<file path="src/rtl/storage_writer_pkg.sv">
`default_nettype none
// ============================================================================
//  Module   : storage_writer_pkg
//  Brief    : Shared types and constants for the storage writer and its
//             bit counter (state encoding, default commands, frame lengths).
//  Revision : 1.0 - initial release
// ============================================================================
package storage_writer_pkg;

  // FSM state encoding, 3 bits wide
  typedef enum logic [2:0] {
    S_IDLE = 3'd0,
    S_WREN = 3'd1,
    S_GAP  = 3'd2,
    S_CMD  = 3'd3,
    S_ADDR = 3'd4,
    S_DATA = 3'd5,
    S_DONE = 3'd6
  } state_e;

  // Default chip commands
  localparam logic [7:0] DEF_CMD_WREN  = 8'h06;
  localparam logic [7:0] DEF_CMD_WRITE = 8'h02;

  // Frame lengths in bits
  localparam int CMD_BITS  = 8;
  localparam int WORD_BITS = 16;

  // Bit counter width covers the longest frame
  localparam int CNT_W = $clog2(WORD_BITS);

endpackage : storage_writer_pkg
`default_nettype wire

</file>
<file path="src/rtl/storage_writer_bit_counter.sv">
`default_nettype none
// ============================================================================
//  Module   : bit_counter
//  Brief    : Free-running 4-bit counter with synchronous clear, flagging the
//             terminal counts of a command byte (7) and a word (15).
//  Revision : 1.0 - initial release
// ============================================================================
module bit_counter
  import storage_writer_pkg::*;
(
  input  logic i_clk,
  input  logic i_rstn,
  input  logic i_clr,
  output logic o_cnt7,
  output logic o_cnt15
);

  logic [CNT_W-1:0] cnt_q;
  logic [CNT_W-1:0] cnt_d;

  // Clear on request, otherwise count up (wrapping is harmless: callers clear on every state change)
  always_comb begin
    cnt_d = cnt_q + {{(CNT_W-1){1'b0}}, 1'b1};
    if (i_clr) begin
      cnt_d = '0;
    end
  end

  // Counter register with synchronous active-low reset
  always_ff @(posedge i_clk) begin
    if (!i_rstn) begin
      cnt_q <= '0;
    end else begin
      cnt_q <= cnt_d;
    end
  end

  assign o_cnt7  = (cnt_q == CNT_W'(CMD_BITS - 1));
  assign o_cnt15 = (cnt_q == CNT_W'(WORD_BITS - 1));

endmodule : bit_counter
`default_nettype wire

</file>
<file path="src/rtl/storage_writer.sv">
`default_nettype none
// ============================================================================
//  Module   : storage_writer
//  Brief    : Streams a word-addressed memory range to the serial storage
//             chip as WREN, then one write frame (command, 16-bit address,
//             big-endian words), then pulses done.
//  Revision : 1.0 - initial release
// ============================================================================
module storage_writer
  import storage_writer_pkg::*;
#(
  parameter logic [7:0] CMD_WREN  = DEF_CMD_WREN,
  parameter logic [7:0] CMD_WRITE = DEF_CMD_WRITE,
  parameter bit         USE_WREN  = 1'b1
) (
  input  logic        i_clk,
  input  logic        i_rstn,
  input  logic        i_start,
  input  logic [15:0] i_memFirst,
  input  logic [15:0] i_memLast,
  input  logic [15:0] i_storeAddr,
  output logic [15:0] o_memAddr,
  input  logic [15:0] i_memData,
  output logic        o_memEn,
  output logic        o_storeEn,
  output logic        o_storeSDI,
  output logic        o_busy,
  output logic        o_done
);

  localparam int PAD_BITS = WORD_BITS - CMD_BITS;

  state_e      state_q,   state_d;
  logic [15:0] shift_q,   shift_d;
  logic [15:0] addr_q,    addr_d;
  logic [15:0] last_q,    last_d;
  logic [15:0] store_q,   store_d;
  logic        islast_q,  islast_d;
  logic        mem_en;
  logic        cnt7;
  logic        cnt15;

  // Counter restarts at every state transition so each frame field counts from 0
  bit_counter u_bit_counter (
    .i_clk   (i_clk),
    .i_rstn  (i_rstn),
    .i_clr   (state_d != state_q),
    .o_cnt7  (cnt7),
    .o_cnt15 (cnt15)
  );

  // Next-state, shift-register and address-counter logic
  always_comb begin
    state_d  = state_q;
    shift_d  = shift_q;
    addr_d   = addr_q;
    last_d   = last_q;
    store_d  = store_q;
    islast_d = islast_q;
    mem_en   = 1'b0;

    unique case (state_q)
      S_IDLE: begin
        if (i_start) begin
          addr_d  = i_memFirst;
          last_d  = i_memLast;
          store_d = i_storeAddr;
          if (USE_WREN) begin
            state_d = S_WREN;
            shift_d = {CMD_WREN, {PAD_BITS{1'b0}}};
          end else begin
            state_d = S_CMD;
            shift_d = {CMD_WRITE, {PAD_BITS{1'b0}}};
          end
        end
      end

      S_WREN: begin
        shift_d = {shift_q[14:0], 1'b0};
        if (cnt7) begin
          state_d = S_GAP;
        end
      end

      // Chip select low for one cycle so the chip commits the WREN
      S_GAP: begin
        state_d = S_CMD;
        shift_d = {CMD_WRITE, {PAD_BITS{1'b0}}};
      end

      S_CMD: begin
        shift_d = {shift_q[14:0], 1'b0};
        if (cnt7) begin
          state_d = S_ADDR;
          shift_d = store_q;
        end
      end

      // Last address bit: fetch the first word so it follows without a gap
      S_ADDR: begin
        shift_d = {shift_q[14:0], 1'b0};
        if (cnt15) begin
          state_d  = S_DATA;
          mem_en   = 1'b1;
          shift_d  = i_memData;
          addr_d   = addr_q + 16'd1;
          islast_d = (addr_q == last_q);
        end
      end

      // End of each word: either finish or prefetch the next one.
      // Termination is by equality so ranges may wrap through 0xFFFF.
      S_DATA: begin
        shift_d = {shift_q[14:0], 1'b0};
        if (cnt15) begin
          if (islast_q) begin
            state_d = S_DONE;
          end else begin
            mem_en   = 1'b1;
            shift_d  = i_memData;
            addr_d   = addr_q + 16'd1;
            islast_d = (addr_q == last_q);
          end
        end
      end

      S_DONE: begin
        state_d = S_IDLE;
      end

      default: begin
        state_d = S_IDLE;
      end
    endcase
  end

  // State and datapath registers with synchronous active-low reset
  always_ff @(posedge i_clk) begin
    if (!i_rstn) begin
      state_q  <= S_IDLE;
      shift_q  <= '0;
      addr_q   <= '0;
      last_q   <= '0;
      store_q  <= '0;
      islast_q <= 1'b0;
    end else begin
      state_q  <= state_d;
      shift_q  <= shift_d;
      addr_q   <= addr_d;
      last_q   <= last_d;
      store_q  <= store_d;
      islast_q <= islast_d;
    end
  end

  assign o_storeEn  = (state_q == S_WREN) || (state_q == S_CMD) ||
                      (state_q == S_ADDR) || (state_q == S_DATA);
  assign o_storeSDI = o_storeEn & shift_q[15];
  assign o_memEn    = mem_en;
  // Address bus is driven only while reading so the shared bus stays released
  assign o_memAddr  = mem_en ? addr_q : 16'h0000;
  assign o_busy     = (state_q != S_IDLE);
  assign o_done     = (state_q == S_DONE);

endmodule : storage_writer
`default_nettype wire

</file>
<file path="config.mk">
export PLATFORM = sky130hd
export DESIGN_NAME = storage_writer
export DESIGN_NICKNAME = d
export VERILOG_FILES = /design/src/rtl/storage_writer_pkg.sv /design/src/rtl/storage_writer_bit_counter.sv /design/src/rtl/storage_writer.sv
export SDC_FILE = /design/constraint.sdc
export NUM_CORES = 1
export LEC_CHECK = 0
export CAP_MARGIN = 25
export CORE_MARGIN = 3
export CORE_UTILIZATION = 53
export CTS_BUF_LIST = sky130_fd_sc_hd__clkbuf_4 sky130_fd_sc_hd__clkbuf_8
export CTS_CLUSTER_DIAMETER = 200
export DETAILED_ROUTE_END_ITERATION = 7
export GPL_ROUTABILITY_DRIVEN = 0
export GPL_TIMING_DRIVEN = 1
export PLACE_DENSITY = 0.92
export RECOVER_POWER = 100
export SLEW_MARGIN = 40
export SYNTH_ARGS = -nofsm -noshare
export SYNTH_HDL_FRONTEND = slang
export SYNTH_SLANG_ARGS = --single-unit
export TNS_END_PERCENT = 100
</file>
<file path="constraint.sdc">
create_clock -name i_clk -period 2.9 [get_ports i_clk]
set_input_delay 0.58 -clock i_clk [delete_from_list [all_inputs] [get_ports i_clk]]
set_output_delay 0.58 -clock i_clk [all_outputs]
set_load 0.05 [all_outputs]
</file>
* Word-level counts from Yosys, hierarchy flattened
Cells that the tools add are included.
** Cells by class
- Bitwise logic cells :: 2
- Reductions and logical operators :: 13
- Mux-type cells :: 27
- Add/sub/neg operators :: 2
- Eq/ne operators :: 14
** Operator list (count)
- 2-to-1 mux 16 bit :: 10
- case mux 16 bit (6 select lines) :: 1
- case mux 16 bit (3 select lines) :: 1
- 2-to-1 mux 3 bit :: 6
- case mux 3 bit (6 select lines) :: 1
- adder 16 x 1 -> 16 bit (second input constant) :: 1
- == test 16 bit :: 1
- == test 3 bit (second input constant) :: 3
- != test 2 bit (second input constant) :: 4
- == test 3 x 2 -> 1 bit (second input constant) :: 2
- 2-to-1 mux 1 bit :: 6
- nonzero test 3 bit :: 2
- nonzero test 6 bit :: 1
- AND reduction 5 bit :: 1
- adder 4 x 1 -> 4 bit (second input constant) :: 1
- == test 4 x 3 -> 1 bit (second input constant) :: 1
- == test 4 bit (second input constant) :: 1
- case mux 1 bit (2 select lines) :: 2
- AND reduction 2 bit :: 2
- == test 3 x 1 -> 1 bit (second input constant) :: 1
- zero test 3 bit :: 1
- logical OR 1 bit :: 3
- != test 3 bit :: 1
- AND reduction 3 bit :: 1
- other kinds (4) :: 4
** Storage, ports and cells
- Word-level logic and storage cells :: 65
- Input port bits :: 67
- Flip-flop bits (word level) :: 72
- Output and inout bits :: 21

* Logic depth before layout (Yosys ltp)
Gate-level depths: netlist (run 1).
- Word-level depth :: 5
- Depth in mapped cells :: 10
- Mapped depth without buffers :: 6

* Cells and area by module
Synthesis (run 1) repeated with hierarchy kept, for this count alone.
** Second synthesis, totals
- Cell total of the unflattened synthesis :: 525
- Area, all modules :: 4028.9 um^2
** By module, submodules not included
- storage_writer :: sequential area each 1361.3 um^2, cells an instance 507, area an instance 3860.0 um^2, times used 1
- bit_counter :: sequential area each 80.1 um^2, cells an instance 18, area an instance 168.9 um^2, times used 1

* Least setup slack after synthesis (run 1)
No wires, ideal clock.
- Kind :: register to output
- Start :: register state_q[1]
- End :: output port o_memAddr[10]
- Buffers on the path :: 5
- Data required time :: 2320 ps
- Slack :: -258 ps
- Stages on the path, launching flop included :: 10
- Arrival time :: 2578 ps
- Path through :: dfxtp_1 buf_2 clkbuf_1 inv_1 ha_1 clkbuf_1 and3_1 clkbuf_1 clkbuf_1 and2_1
** On the way
- Longest elaborated chain between the ends :: 3
- Elaborated cells on any way between the ends :: 4
- Those cells by class :: eq/ne: 2; mux: 2
** RTL lines
- from (decl) :: line storage_writer.sv:33 : state_e state_q, state_d;
- from (signal assigned) :: line storage_writer.sv:147 : state_q <= state_d;
- == test 3 bit :: line storage_writer.sv:62 : unique case (state_q)
- case mux 1 bit (2 select lines) * :: line storage_writer.sv:62
- via o_memEn :: line storage_writer.sv:24 : output logic o_memEn,
- 2-to-1 mux 16 bit * :: line storage_writer.sv:161 : assign o_memAddr = mem_en ? addr_q : 16'h0000;
- to (decl) :: line storage_writer.sv:22 : output logic [15:0] o_memAddr,
Mark *: on every way through the listed nets, which the timed path passes. The rest lies on a longest branch.

* Worst setup path in the final report (run 1)
- Start :: register state_q[0]
- End :: output port o_done
** On the way
- Longest elaborated chain between the ends :: 1
** RTL lines
- == test 3 bit :: line storage_writer.sv:163 : assign o_done = (state_q == S_DONE);
- to (decl) :: line storage_writer.sv:28 : output logic o_done
Every way passes these cells.

==> key figures, run 1 <==
Detailed routing
  – 1st-iter DRT viols: 384
  – Post-route ant nets: 0
  – Via count: 4490
  – Final routed DRC violation total: 0
  – WL final: 12740 um
  – Pre-antenna DRT Iters: 6
  – Wire per inst: 18.41 um
  – Vias per cell: 6.488

Synth
  – Mapped Cells: 530
  – Post-Syn Nets: 602
  – Seq cells post-synth: 72
  – Main synth FF type: dfxtp_1
  – Area share of the largest cell type after synthesis: 34.84%
  – Syn avg cell area: 7.807 um2
  – Yosys Warn Count: 0
  – Post-synthesis sequential area ratio: 34.84%
  – Ys async rst share: 0%
  – Post-synth EDFFs: 0
  – Synth area leaders: dfxtp_1 35%, nand2_1 8.5%, a21oi_1 5.1%, clkbuf_1 3.3%, and4_1 3.2%
  – Cell taking the most area after synthesis: dfxtp_1
  – Cell Area, Synth: 4138 um2
  – Synth cell types: 67

Pwr
  – Power share of the sequential group: 47.9%
  – Comb power frac: 13.5%
  – Power per cell area: 421.9 nW/um2
  – Sw Pwr: 0.0005952 W
  – Worst vdd ir: 0.0002822 V
  – Clk pwr share: 38.5%
  – Internal power: 0.001681 W
  – Sw frac: 26.15%
  – Lkg Pwr: 2.034 nW

GRT
  – Initial antenna violation count: 0
  – Pin count of the biggest net entering global routing: 37
  – First-pass GRT wire length: 19640 um
  – GRT busiest layer: met2
  – GRT Total Usage: 27.87%
  – Global routing met1 resource utilization: 34.39%
  – Overflow after GRT: 0
  – Met3 track demand over resource: 7.251%
  – Vias in the first global route: 4038
  – Met2 Resource Use GR: 46.63%

STA
  – Worst Setup Slack, final: 0.1169 ns
  – Finish-stage setup viols: 0
  – Hold Worst Slack: 0.4570 ns
  – Final min period: 2.783 ns
  – Achievable Freq: 359.3 MHz
  – Max-slew violation count: 0
  – Final hold viol count: 0
  – Final worst clock skew: 0.01205 ns
  – RSZ-0062 raised after global routing: no
  – Final period util: 95.97%
  – Final TNS setup: 0 ns
  – Worst-margin pin slew: 1.153 ns
  – Max-slew headroom: 23.14%

Clocking
  – Clock Sink Count: 72
  – TritonCTS clock tree: done
  – Clk Latency, worst-skew pair: 0.36 ns
  – CTS Root Cell: clkbuf_8
  – Clock Path Buffers: 2
  – Clock transition at the registers of the reported paths: 0.07 ns
  – Setup bufs post-CTS: 0
  – H-Tree Depth: 3
  – Cts bufs inserted: 9

Cells and area
  – Final net count: 661
  – Most frequent cells in the layout: 94 x nand2_1, 72 x dfxtp_1, 66 x clkdlybuf4s50_1
  – Area growth, synth to finish: 30.39%
  – Share of layout cells above drive strength 1: 10.12%
  – Ant diodes: 0
  – # fillers: 523
  – Commonest non-fill, non-tap cell in the layout: nand2_1
  – Design Area, Final: 5395 um2

Hold path
  – Min-delay src: u_bit_counter.cnt_q[0]
  – Hold Path Depth: 1
  – Hold crit path type: reg2reg
  – Hold Path End: u_bit_counter.cnt_q[0]

Outcome
  – Status: finished clean

Placed design
  – Detailed Place HPWL: 8664 um
  – Pre-CTS setup slack: 0.1844 ns
  – Placed inst area: 5189 um2
  – Port buffer count: 87

Floorplanning
  – # rows: 31
  – Initial Util: 55.85%
  – Core Area: 7408 um2
  – Boundary Pins: 88
  – Full die area: 8903 um2
  – Die Span Y: 94.36 um
  – Die Wd: 94.36 um

Critical path
  – Reg-to-reg endpoint: shift_q[4]
  – Delay-heaviest family, CP: buffers and inverters
  – Worst Path Buf+Inv: 2
  – Worst path depth: 3
  – Critical Path, Cell by Cell: inv_1 -> and3_1 -> clkdlybuf4s50_1
  – Reg-to-Reg Start: state_q[1]
  – Startpoint types: register
  – Worst path arrival time: 2.20 ns
  – FF-to-FF path depth: 6
  – CP max stage cell: dfxtp_1
  – CP required: 2.32 ns
  – Reg2Reg Setup Slack: 0.24 ns
  – Largest stage delay, worst path: 0.72 ns
  – Critical path endpoint category: output port
  – Kind of critical path: reg2out
  – Crit path max fanout: 16

Run
  – Max Cap Viol: 0
## what timing repair did
item | 4_1_cts | 5_1_grt
endpoints found under the setup margin | 16 | 17
resized for setup | 2 | 3
hold buffers | 0 | 0
## cells in the mapped netlist (all sizes together), types with 7 or more instances
library cell and number:
a21oi 43, dfxtp 72, nand2 94, and2 19, clkbuf 38, a31oi 19
nand3 13, o311ai 8, xor2 12, o31ai 11, buf 15, nor3 13
and4 15, nand4 19, xnor2 7, nor2 11, and3 19, o21ai 22
## final cells by class
cell class                 instances  area (um2)  area share, %
tap                               99       123.9          2.296
timing repair buffer             101        1137          21.08
clock buffer                      10       131.4          2.435
clock inverter                     5       82.58          1.531
inverter                           7       26.28         0.4870
sequential                        72        1441          26.72
multi-input combinational        398        2452          45.45
## worst max path at each step
stage	from	end	slack [ns]
after global routing	u_bit_counter.cnt_q[0]	o_memAddr[10]	0.03
after global placement	u_bit_counter.cnt_q[0]	o_memAddr[14]	0.28
after floorplan	state_q[1]	o_memAddr[10]	0.02
final	state_q[0]	o_done	0.12
after CTS	state_q[2]	o_busy	0.04
after detailed placement	i_start	shift_q[4]	0.18
## cell families (layout without fill, tap and decap cells)
kind of cell / count (synthesis) / count (layout) / synth area share (%)
xor+xnor: 19 / 19 / 4.022
fa+ha+maj: 5 / 5 / 1.512
buf+inv: 60 / 123 / 6.229
compound gates: 145 / 145 / 23.53
flops: 72 / 72 / 34.84
simple gates: 227 / 227 / 29.39
mux: 2 / 2 / 0.4838
## registers in the layout, indices dropped and copies added (netlist names)
| name | cells |
|---|---|
| addr_q | 16 |
| last_q | 16 |
| state_q | 3 |
| store_q | 16 |
| u_bit_counter.cnt_q | 4 |
| islast_q | 1 |
| shift_q | 16 |
## metrics by stage
stage               util [%]  power (W)  std cells
floorplan                  -   0.001265        530
global placement       70.04   0.001398        677
detailed placement     70.04   0.001411        677
CTS                    72.96   0.002273        692
global route           72.83   0.002349        692
finish                 72.83   0.002276        692
## power groups by stage
stage	registers, W	clock network (W)	logic (W)
floorplan	0.00108	0	0.000183
global route	0.00110	0.000923	0.000331
CTS	0.00109	0.000879	0.000306
finish	0.00109	0.000878	0.000308
detailed placement	0.00111	0	0.000302
global placement	0.00111	0	0.000291
## worst reg2reg max path: stages (launching register included)
cell     delay, ns
dfxtp_1       0.51
inv_1         0.16
ha_1          0.36
o31ai_2       0.83
buf_4         0.34
nand4_1       0.13
a31oi_1       0.24
## routing by layer
metal  vias to the layer above  wire, um
li1                       2059         -
met1                      2098      4817
met2                       268      6309
met3                        65      1168
met4                         0       447
met5                         -         0
Note: power is estimated with default switching activity, not from simulation.
==> inputs of run 2 (changes only) <==
--- a/config.mk
+++ b/config.mk
@@ -6,14 +6,16 @@
 export NUM_CORES = 1
 export LEC_CHECK = 0
 export CAP_MARGIN = 25
+export CELL_PAD_IN_SITES_DETAIL_PLACEMENT = 1
+export CELL_PAD_IN_SITES_GLOBAL_PLACEMENT = 2
 export CORE_MARGIN = 3
-export CORE_UTILIZATION = 53
+export CORE_UTILIZATION = 30
 export CTS_BUF_LIST = sky130_fd_sc_hd__clkbuf_4 sky130_fd_sc_hd__clkbuf_8
 export CTS_CLUSTER_DIAMETER = 200
 export DETAILED_ROUTE_END_ITERATION = 7
 export GPL_ROUTABILITY_DRIVEN = 0
 export GPL_TIMING_DRIVEN = 1
-export PLACE_DENSITY = 0.92
+export PLACE_DENSITY = 0.91
 export RECOVER_POWER = 100
 export SLEW_MARGIN = 40
 export SYNTH_ARGS = -nofsm -noshare
==> run 2 against run 1 <==
  * Final area rose by 2.3%
  * Die area rose by 71%
  * Register-to-register slack improved by 0.07 ns
  * Critical endpoint is now o_memAddr[9]
  * Non-clock buffer count rose by 13
  * First-iteration DRC count fell by 42%
  * Highest routed layer unchanged
  * Sequential power barely moved
  * Final cell count rose by 13%
  * Largest cell class unchanged
  * Flip-flop and latch count did not move
  * Total power fell by 4.7%
==> key figures, run 2 (synthesis gave the netlist of run 1 again) <==
Detailed routing
  – 1st-iter DRT viols: 222
  – Wire per inst: 18.20 um
  – Pre-antenna DRT Iters: 4
  – WL final: 14250 um
  – Via count: 4300
  – Post-route ant nets: 0
  – Final routed DRC violation total: 0
  – Vias per cell: 5.492

Hold path
  – Hold Path Depth: 2
  – Min-delay src: store_q[4]
  – Hold crit path type: reg2reg

Critical path
  – Reg-to-Reg Start: state_q[2]
  – Startpoint types: register
  – Critical Path, Cell by Cell: ha_1 -> and4b_1 -> and3_2 -> and2_0 -> buf_12
  – Critical path launch point: u_bit_counter.cnt_q[0]
  – Largest stage delay, worst path: 0.39 ns
  – CP required: 2.32 ns
  – CP max stage cell: dfxtp_1
  – Crit path max fanout: 17
  – FF-to-FF path depth: 6
  – Kind of critical path: reg2out
  – Worst path arrival time: 2.13 ns
  – Critical path endpoint category: output port

Clocking
  – Clock Sink Count: 72
  – Cts bufs inserted: 9
  – H-Tree Depth: 3
  – Clock transition at the registers of the reported paths: 0.08 ns
  – TritonCTS clock tree: done
  – CTS Root Cell: clkbuf_8
  – Clk Latency, worst-skew pair: 0.36 ns
  – Clock Path Buffers: 2

GRT
  – Pin count of the biggest net entering global routing: 33
  – GRT Total Usage: 18.78%
  – Initial antenna violation count: 0
  – First-pass GRT wire length: 22750 um
  – Vias in the first global route: 4435
  – Overflow after GRT: 0

STA
  – Final period util: 93.34%
  – Final hold viol count: 0
  – RSZ-0062 raised after global routing: no
  – Finish-stage setup viols: 0
  – Final min period: 2.707 ns
  – Achievable Freq: 369.4 MHz
  – Final TNS setup: 0 ns
  – Final worst clock skew: 0.01430 ns
  – Worst-margin pin slew: 0.6986 ns
  – Max-slew headroom: 53.42%
  – Max-slew violation count: 0

Floorplanning
  – Full die area: 15240 um2
  – Die Span Y: 123.4 um
  – Initial Util: 31.00%
  – Die Wd: 123.4 um
  – Core Area: 13350 um2
  – Boundary Pins: 88
  – # rows: 42

Run
  – Max Cap Viol: 0

Cells and area
  – # fillers: 1625
  – Commonest non-fill, non-tap cell in the layout: nand2_1
  – FF/Latch Area: 1441 um2
  – Most frequent cells in the layout: 94 x nand2_1, 72 x dfxtp_1, 65 x clkdlybuf4s50_1
  – Area growth, synth to finish: 33.41%
  – Multi-input gate area: 2430 um2
  – Design Area, Final: 5520 um2
  – Final net count: 674
  – Share of layout cells above drive strength 1: 11.53%
  – Ant diodes: 0

Placed design
  – Placed inst area: 5380 um2
  – Port buffer count: 87
  – Detailed Place HPWL: 10480 um

Pwr
  – Lkg Pwr: 2.071 nW
  – Worst vdd ir: 0.0002034 V
  – Power per cell area: 393.0 nW/um2

Outcome
  – Status: finished clean
-- run 2: changes by cell type in the layout (fill, tap and decap cells not counted), moves of 2 or more --
cell	previous run	this run
buf_4	12	21
clkbuf_1	3	6
bufinv_16	2	0
clkinv_4	2	0
clkinvlp_4	0	2
-- run 2: worst paths after layout --
kind                                      to  slack (ns)
worst max-delay path            o_memAddr[9]        0.19
worst min-delay path              store_q[4]        0.46
worst max register to register     addr_q[9]        0.31
worst min register to register    store_q[4]        0.46
-- run 2: timing repair --
item	CTS	global route
endpoints found under the hold margin	0	0
setup endpoints to repair	0	17
gates resized for setup	0	1
hold buffers	0	0
setup buffers	0	0
-- run 2: area by class of cell --
cell class | count | share of cell area (%)
multi-input combinational | 398 | 44.02
clock inverter | 4 | 0.5213
clock buffer | 12 | 2.765
timing repair buffer | 114 | 22.12
inverter | 7 | 0.4760
tap | 176 | 3.989
sequential | 72 | 26.11
-- run 2: through the flow --
stage	hold slack, ns	util, %	power, W	std cells	setup WS, ns
6_report	0.4563	41.36	0.002169	783	0.1931
3_3_place_gp	0.4406	40.31	0.001421	767	0.4867
2_1_floorplan	0.4290	-	0.001265	530	0.02272
4_1_cts	0.4585	41.67	0.002181	783	0.05709
3_5_place_dp	0.4468	40.31	0.001434	767	0.4435
5_1_grt	0.4898	41.36	0.002258	783	0.04103
-- run 2: report_power, final --
part | switching [W] | internal [W] | total (W)
Sequential | 0.0000444 | 0.00103 | 0.00108
Combinational | 0.000167 | 0.000162 | 0.000330
Clock | 0.000406 | 0.000355 | 0.000761
-- run 2: metal layers --
layer	GRT usage, %	up-vias	wire, um
met5	0	-	0
met4	4.429	0	122
met3	3.522	10	531
met2	31.67	84	7129
met1	24.85	2116	6465
li1	-	2090	-
-- run 2: worst max-delay path, delay by kind of cell (launching register included) --
kind	cells	cell delay, ns
simple gates	3	0.87
buf+inv	1	0.16
flops	1	0.39
fa+ha+maj	1	0.34
==> inputs of run 3 (changes only) <==
--- a/config.mk
+++ b/config.mk
@@ -13,11 +13,11 @@
 export CTS_BUF_LIST = sky130_fd_sc_hd__clkbuf_4 sky130_fd_sc_hd__clkbuf_8
 export CTS_CLUSTER_DIAMETER = 200
 export DETAILED_ROUTE_END_ITERATION = 7
-export GPL_ROUTABILITY_DRIVEN = 0
+export GPL_ROUTABILITY_DRIVEN = 1
 export GPL_TIMING_DRIVEN = 1
 export PLACE_DENSITY = 0.91
 export RECOVER_POWER = 100
-export SLEW_MARGIN = 40
+export SLEW_MARGIN = 0
 export SYNTH_ARGS = -nofsm -noshare
 export SYNTH_HDL_FRONTEND = slang
 export SYNTH_SLANG_ARGS = --single-unit
==> constraint.sdc (replaced) <==
create_clock -name i_clk -period 2.9 [get_ports i_clk]
set_input_delay 0.58 -clock i_clk [delete_from_list [all_inputs] [get_ports i_clk]]
set_output_delay 0.58 -clock i_clk [all_outputs]
set_load 0.005 [all_outputs]
==> run 3 against run 2 <==
  * First-iteration DRC count rose by 56%
  * Non-clock buffer count shrank 1
  * Final area fell by 3.0%
  * Flip-flop and latch count unchanged
  * Register-to-register slack worse by 0.09 ns
  * Sequential share of layout area rose by 0.80 points
  * Clock-buffer cell count stayed put
  * Total power shrank 0.71%
  * Worst hold slack better by 0.0031 ns
  * Die area unchanged
  * Critical path depth did not move
  * Sequential power hardly changed
==> key figures, run 3 (synthesis gave the netlist of run 1 again) <==
STA
  – Achievable Freq: 362.3 MHz
  – Final period util: 95.19%
  – Max-slew headroom: 13.07%
  – Final min period: 2.760 ns
  – Worst-margin pin slew: 1.304 ns
  – RSZ-0062 raised after global routing: no
  – Final TNS setup: 0 ns
  – Final hold viol count: 0
  – Max-slew violation count: 0
  – Final worst clock skew: 0.01197 ns
  – Finish-stage setup viols: 0

Cells and area
  – Non-filler cells, final: 782
  – Commonest non-fill, non-tap cell in the layout: nand2_1
  – Final net count: 673
  – Share of layout cells above drive strength 1: 8.746%
  – Most frequent cells in the layout: 94 x nand2_1, 84 x clkdlybuf4s50_1, 72 x dfxtp_1
  – Area growth, synth to finish: 29.45%
  – Final core occ: 40.13%
  – Design Area, Final: 5356 um2
  – Ant diodes: 0

GRT
  – GRT Total Usage: 19.10%
  – Pin count of the biggest net entering global routing: 39
  – First-pass GRT wire length: 22760 um
  – Vias in the first global route: 4391
  – Overflow after GRT: 0
  – Initial antenna violation count: 0

Clocking
  – Clock Path Buffers: 2
  – Cts bufs inserted: 9
  – CTS Root Cell: clkbuf_8
  – TritonCTS clock tree: done
  – Clk Latency, worst-skew pair: 0.37 ns
  – Clock Sink Count: 72
  – H-Tree Depth: 3
  – Clock transition at the registers of the reported paths: 0.08 ns

Critical path
  – Worst path arrival time: 2.18 ns
  – Critical path launch point: state_q[2]
  – Kind of critical path: reg2out
  – Critical path endpoint category: output port
  – Reg-to-Reg Start: state_q[2]
  – Setup crit end: o_storeSDI
  – FF-to-FF path depth: 6
  – Startpoint types: register
  – CP required: 2.32 ns
  – Reg-to-reg endpoint: addr_q[8]
  – Crit path max fanout: 8
  – Reg2Reg Setup Slack: 0.22 ns

Pwr
  – Sw Pwr: 0.0006068 W
  – Sw frac: 28.18%
  – Comb power frac: 15.4%
  – Power Total: 0.002154 W
  – Power per cell area: 402.1 nW/um2
  – Worst vdd ir: 0.0002478 V
  – Lkg Pwr: 2.016 nW
  – Internal power: 0.001547 W
  – Power share of the sequential group: 50.0%
  – Clk pwr share: 34.6%

Floorplanning
  – # rows: 42
  – Boundary Pins: 88
  – Core Area: 13350 um2
  – Full die area: 15240 um2
  – Die Span Y: 123.4 um
  – Die Wd: 123.4 um
  – Initial Util: 31.00%

Detailed routing
  – Vias per cell: 5.478
  – Final routed DRC violation total: 0
  – 1st-iter DRT viols: 346
  – Via count: 4284
  – Pre-antenna DRT Iters: 6
  – Wire per inst: 18.34 um
  – Post-route ant nets: 0
  – WL final: 14340 um

Run
  – Max Cap Viol: 0

Placed design
  – GPL Wtd Cong: 0.8711
  – Port buffer count: 87
  – Detailed Place HPWL: 10160 um
  – Placed Cells: 766
  – Placed inst area: 5197 um2

Outcome
  – Status: finished clean

Hold path
  – Hold crit path type: reg2reg
==> run 3: cell types whose count changed in the layout (fill, tap and decap cells not counted), moves of 2 or more <==
cell | before | now
clkdlybuf4s50_1 | 65 | 84
and2_0 | 14 | 2
and2_1 | 5 | 17
clkinv_2 | 1 | 4
clkbuf_1 | 6 | 2
clkinvlp_4 | 2 | 0
buf_12 | 18 | 0
==> run 3: power by group through the flow <==
| stage | Combinational, W | Clock, W | Sequential, W |
|---|---|---|---|
| 6_report | 0.000332 | 0.000745 | 0.00108 |
| 5_1_grt | 0.000365 | 0.000807 | 0.00108 |
| 4_1_cts | 0.000338 | 0.000759 | 0.00108 |
| 3_5_place_dp | 0.000334 | 0 | 0.00110 |
| 3_3_place_gp | 0.000327 | 0 | 0.00110 |
| 2_1_floorplan | 0.000176 | 0 | 0.00108 |
==> run 3: worst max-delay path: stages, from the launching register on <==
cell	delay (ns)
dfxtp_1	0.48
buf_4	0.23
nor2b_1	0.07
or2_2	0.30
and2_1	0.16
dlygate4sd3_1	0.57
==> run 3: timing repair <==
action                                  CTS  global route
buffers inserted                          0             0
endpoints found under the setup margin   17            16
cloned                                    0             0
hold endpoints to repair                  0             0
gates resized for setup                   1             2
hold buffers                              0             0
==> run 3: layout make-up <==
| type | count | area, um2 |
|---|---|---|
| Multi-Input combinational cell | 398 | 2442 |
| Tap cell | 176 | 220.2 |
| Fill cell | 1661 | 7991 |
| Clock buffer | 12 | 152.6 |
| Timing Repair Buffer | 113 | 1054 |
| Sequential cell | 72 | 1441 |
| Inverter | 7 | 26.28 |
| Clock inverter | 4 | 20.02 |
==> run 3: how the worst min path moves through the flow <==
stage	startpoint	endpoint	slack, ns	cells after the start
floorplan	u_bit_counter.cnt_q[0]	u_bit_counter.cnt_q[0]	0.43	1
global placement	u_bit_counter.cnt_q[0]	u_bit_counter.cnt_q[0]	0.44	1
detailed placement	store_q[11]	store_q[11]	0.45	2
CTS	store_q[7]	store_q[7]	0.46	2
global route	store_q[12]	store_q[12]	0.48	2
finish	store_q[7]	store_q[7]	0.46	2
==> run 3: layer usage <==
metal	track usage, %	up-vias	share of wire [%]
met3	3.568	28	5.0
met1	24.71	2053	44
met2	31.87	120	49
met5	0	-	0
li1	-	2083	-
met4	6.574	0	2.2
==> run 3: metrics by stage <==
| stage | worst slack [ns] | hold WS [ns] |
|---|---|---|
| 6_report | 0.1396 | 0.4594 |
| 5_1_grt | 0.02724 | 0.4837 |
| 4_1_cts | 0.01100 | 0.4603 |
| 3_5_place_dp | 0.2907 | 0.4511 |
| 3_3_place_gp | 0.4404 | 0.4414 |
| 2_1_floorplan | 0.4574 | 0.4290 |
